$ cat src/rtl/fifo_rd_stream_pkg.sv
// Shared constants and pointer helper for the FIFO read-side streaming block.
package fifo_rd_stream_pkg;
  localparam int BUF_DEPTH = 3;
  localparam int DEF_WIDTH = 8;
  localparam int DEF_CNT_W = 16;

  typedef logic [1:0] ptr_t;

  // Pointers cycle 0 -> 1 -> 2 -> 0; a power-of-two wrap would skip an entry.
  function automatic ptr_t ptr_inc(ptr_t p);
    return (p == ptr_t'(BUF_DEPTH - 1)) ? ptr_t'(0) : p + ptr_t'(1);
  endfunction
endpackage

$ cat src/rtl/fifo_rd_stream_buf3.sv
// Three-entry in-order buffer with a registered head word (no push-to-head bypass).
module stream_buf3
  import fifo_rd_stream_pkg::*;
#(
  parameter int WIDTH = DEF_WIDTH
) (
  input  logic             clk,
  input  logic             rst_n,
  input  logic             push,
  input  logic             pop,
  input  logic [WIDTH-1:0] din,
  output logic [1:0]       occ,
  output logic [WIDTH-1:0] head
);
  logic [WIDTH-1:0] mem [BUF_DEPTH];
  ptr_t rd_ptr, wr_ptr, rd_nxt;

  assign rd_nxt = ptr_inc(rd_ptr);

  always_ff @(posedge clk)
    if (push) mem[wr_ptr] <= din;

  // head mirrors mem[rd_ptr] one edge early so the output is a flop, not a mux.
  always_ff @(posedge clk or negedge rst_n) begin
    if (!rst_n) begin
      rd_ptr <= '0;
      wr_ptr <= '0;
      occ    <= '0;
      head   <= '0;
    end else begin
      if (push) wr_ptr <= ptr_inc(wr_ptr);
      if (pop)  rd_ptr <= rd_nxt;
      occ <= occ + 2'(push) - 2'(pop);
      if (pop && occ >= 2'd2)
        head <= mem[rd_nxt];
      else if (push && (occ == 2'd0 || (pop && occ == 2'd1)))
        head <= din;
    end
  end
endmodule

$ cat src/rtl/fifo_rd_stream.sv
// Drains an async FIFO read port into a valid/ready stream with a 3-word skid buffer.
module fifo_rd_stream
  import fifo_rd_stream_pkg::*;
#(
  parameter int WIDTH = DEF_WIDTH,
  parameter int CNT_W = DEF_CNT_W
) (
  input  logic             rd_clk,
  input  logic             rd_rstn,
  input  logic             fifo_empty,
  output logic             fifo_rd_en,
  input  logic [WIDTH-1:0] fifo_rd_data,
  input  logic             fifo_rd_valid,
  output logic             m_valid,
  input  logic             m_ready,
  output logic [WIDTH-1:0] m_data,
  output logic [CNT_W-1:0] xfer_cnt,
  output logic             proto_err
);
  logic [1:0] occ;
  logic       inflight, pop, push, overflow, orphan;

  // Credit check counts the outstanding read so a returning word always has room.
  assign fifo_rd_en = rd_rstn & ~fifo_empty & ((3'(occ) + 3'(inflight)) < 3'(BUF_DEPTH));
  assign m_valid    = (occ != 2'd0);
  assign pop        = m_valid & m_ready;
  assign orphan     = fifo_rd_valid & ~inflight;
  assign overflow   = fifo_rd_valid & (occ == 2'(BUF_DEPTH)) & ~pop;
  assign push       = fifo_rd_valid & ~overflow;

  stream_buf3 #(.WIDTH(WIDTH)) u_buf (
    .clk  (rd_clk),
    .rst_n(rd_rstn),
    .push (push),
    .pop  (pop),
    .din  (fifo_rd_data),
    .occ  (occ),
    .head (m_data)
  );

  always_ff @(posedge rd_clk or negedge rd_rstn) begin
    if (!rd_rstn) begin
      inflight  <= 1'b0;
      xfer_cnt  <= '0;
      proto_err <= 1'b0;
    end else begin
      inflight  <= fifo_rd_en;
      xfer_cnt  <= xfer_cnt + CNT_W'(pop);
      proto_err <= proto_err | orphan | overflow;
    end
  end
endmodule
$ cat config.mk
export PLATFORM = sky130hd
export DESIGN_NAME = fifo_rd_stream
export DESIGN_NICKNAME = d
export VERILOG_FILES = /design/src/rtl/fifo_rd_stream_pkg.sv /design/src/rtl/fifo_rd_stream_buf3.sv /design/src/rtl/fifo_rd_stream.sv
export SDC_FILE = /design/constraint.sdc
export NUM_CORES = 1
export LEC_CHECK = 0
export ABC_AREA = 1
export BUFFER_PORTS_ARGS = -buffer_cell sky130_fd_sc_hd__buf_4
export CAP_MARGIN = 20
export CORE_MARGIN = 1.5
export CORE_UTILIZATION = 30
export DETAILED_ROUTE_END_ITERATION = 8
export GPL_ROUTABILITY_DRIVEN = 0
export HOLD_SLACK_MARGIN = 0.15
export SYNTH_ARGS = -nofsm -noshare
export SYNTH_HDL_FRONTEND = slang
export SYNTH_SLANG_ARGS = --single-unit
$ cat constraint.sdc
create_clock -name rd_clk -period 2.1 [get_ports rd_clk]
set_clock_uncertainty 0.2 [all_clocks]
set_input_delay 0.525 -clock rd_clk [delete_from_list [all_inputs] [get_ports rd_clk]]
set_output_delay 0.525 -clock rd_clk [all_outputs]
set_load 0.1 [all_outputs]
==> impl_metrics.ini <==
[outcome]
outcome = complete, but fails checks
violations = setup timing

[sta]
setup_ws_ns = -0.4238
whs_ns = 0.2037
setup_viol = 1
rsz0062_at_grt = yes
hold_viol_final = 0
fmax_ghz = 0.3962
fin_crit_sh_pct = 120.2
maxSlewHeadroom_pct = 69.43
worstMarginPinSlew_ns = 0.4586
post-route-min-period_ns = 2.524
slew_violations = 0

[drt]
finalWirelength_um = 5069
vias = 1778
viasPerCell = 4.379
drc = 0
drt_pass1_iterations = 4
drtAntennaViolNets = 0
wl_per_cell_um = 12.49
first_iter_violations = 62

[synthesis]
ys_types = 29
synth_top_cells_by_count = nand2_1, dfrtp_1, inv_1, edfxtp_1
ys_ff_latch = 56
yosysMostFrequentCell = nand2_1
synth_ff_type = dfrtp_1
synth_area_leaders = dfrtp_1, edfxtp_1, nand2_1
seq_area_frac_synth_pct = 60.41
async_flop_share_pct = 57.14
yosys.area.top_type = dfrtp_1
ys_warn_count = 0
synth.net_count = 266
synth_top_cell_area_share_pct = 31.79
synth_cells = 248
syn-cell-area_um2 = 2519
synth_edf_count = 24
syn_avg_cell_area_um2 = 10.16

[floorplanning]
start_util_pct = 30.81
die_area_um2 = 8954
rows = 33
core_um2 = 8175
die_h_um = 94.63
die_w_um = 94.63
io_pins = 40

[clock_network]
cts_sinks = 56
clockBufferDepth = 2
cts.clk_slew.worst_paths_ns = 0.11
clkLatencyLatePin_ns = 0.32
htreeDepth = 2
cts_tree = built
cts_root_buf = clkbuf_8
numCtsBuffers = 5

[power]
switchingPower_mw = 2.504
p_sw_share_pct = 51.75
p_total_mw = 4.838
peakVddDrop_mv = 0.9554
combPwrFrac_pct = 52.5
p_leak_nw = 1.436
p_seq_share_pct = 34.8
p_int_mw = 2.335
powerDensity_nw_per_um2 = 1537
clockPowerShare_pct = 12.7

[global_routing]
grt_max_degree = 33
grtUsageTotal_pct = 12.21
globalRouteOverflowTotal = 0
antenna_found_initial = 0
grt_pass1_wl_um = 8169
grt_pass1_vias = 1695

[cells_and_area]
drive_gt1_share_pct = 27.57
final_nets = 318
diodes = 0
areaGrowthSynthToFinish_pct = 24.99
finalNonFillerCells = 406

[min_path]
worst_hold_path_type = input port to register
hp-start = fifo_rd_data[1]

[setup_path]
path_class = register to output port
crit_buf_inv = 1
arrival_ns = 1.80
required_ns = 1.37
crit_fanout = 3
crit_start = u_buf.occ[0]
critPathLaunchType = register
slowest_stage = dfrtp_1
critical_path.top_delay_family = flip-flops
worstSetupEndpointType = output port
r2r-start = u_buf.occ[1]
slowest_delay_ns = 0.41
crit_chain = ha_2 > ha_4 > or3b_4 > a21oi_4 > buf_12

[place]
dp_hpwl_um = 3563
dpl.cell_count = 396
place.port_buffers = 39

[flow_run]
max-cap-violations = 0
## sequential cells by signal, summed over array words and instances (netlist names)
name	count
u_buf.mem	24
xfer_cnt	16
u_buf.head	8
u_buf.occ	2
u_buf.rd_ptr	2
u_buf.wr_ptr	2
inflight	1
proto_err	1
## worst reg2reg max path: stages (launching register included)
cell,delay (ns)
dfrtp_1,0.41
buf_4,0.15
inv_2,0.07
nand2_8,0.09
nand3_4,0.06
inv_1,0.08
ha_2,0.20
nand3_2,0.11
inv_1,0.12
nand2_1,0.10
o21ai_0,0.18
nand2_1,0.06
## final timing paths
kind,to,slack (ns),cells after the start
max,fifo_rd_en,-0.42,5
min,u_buf.mem[0][1],0.20,1
max reg2reg,xfer_cnt[10],0.17,11
min reg2reg,proto_err,0.28,2
max in group asynchronous,xfer_cnt[1],0.78,3
min in group asynchronous,u_buf.head[1],0.59,3
## power groups by stage
stage / clock network (mW) / logic (mW) / registers [mW]
CTS: 0.638 / 2.56 / 1.68
floorplan: 0 / 0.920 / 2.72
global placement: 0 / 2.49 / 1.69
detailed placement: 0 / 2.52 / 1.70
finish: 0.617 / 2.54 / 1.68
global route: 0.686 / 2.71 / 1.72
## cells by family after synthesis
family                   synth area share [%]
XOR/XNOR                                3.130
adder cells (fa/ha/maj)                 2.484
AND/OR/NAND/NOR                         27.12
flip-flops                              60.41
AO/OA/AOI/OAI                           2.036
buffers and inverters                   4.818
## what timing repair did
action | in CTS | in global routing
setup buffers | 1 | 0
hold endpoints to repair | 32 | 0
setup endpoints to repair | 1 | 4
pin swaps | 1 | 0
resized for setup | 4 | 3
hold buffers | 1 | 0
## routing by layer
layer	vias up	GRT usage (%)	wire length [µm]	share of wire [%]
met5	-	0	0	0
met4	0	4.104	65	1.3
met3	7	2.979	258	5.1
met2	38	20.60	2396	47
met1	824	15.22	2349	46
li1	909	-	-	-
## area by class of cell
cell class / instances / area (µm²)
clock buffer: 5 / 68.82
sequential: 56 / 1524
fill: 828 / 5027
inverter: 28 / 105.1
timing repair buffer: 47 / 371.6
tap: 105 / 131.4
clock inverter: 3 / 26.28
multi-input combinational: 162 / 920.9
## stage by stage
stage | area (µm²) | utilization [%] | TNS (ns) | worst slack (ns)
finish | 3148 | 38.51 | -0.4238 | -0.4238
global route | 3148 | 38.51 | -0.4823 | -0.4823
CTS | 3137 | 38.37 | -0.4343 | -0.4343
detailed placement | 3002 | 36.72 | -0.1715 | -0.1715
global placement | 3002 | 36.72 | -0.1379 | -0.1379
floorplan | 2549 | - | -0.2674 | -0.2674
## placed cells by master (no fill, tap or decap), types with 3 or more instances in the layout
cell type,synthesis,routed
inv_1,25,25
clkbuf_8,0,5
xnor2_1,3,3
nor3_1,3,3
dfrtp_1,32,30
edfxtp_1,24,24
nor2_1,14,14
nand4_1,13,13
or2_2,8,8
inv_2,3,3
buf_4,0,44
xor2_1,6,6
nand3_1,14,13
nand2_1,78,78
Power figures use the tool's default switching activity.
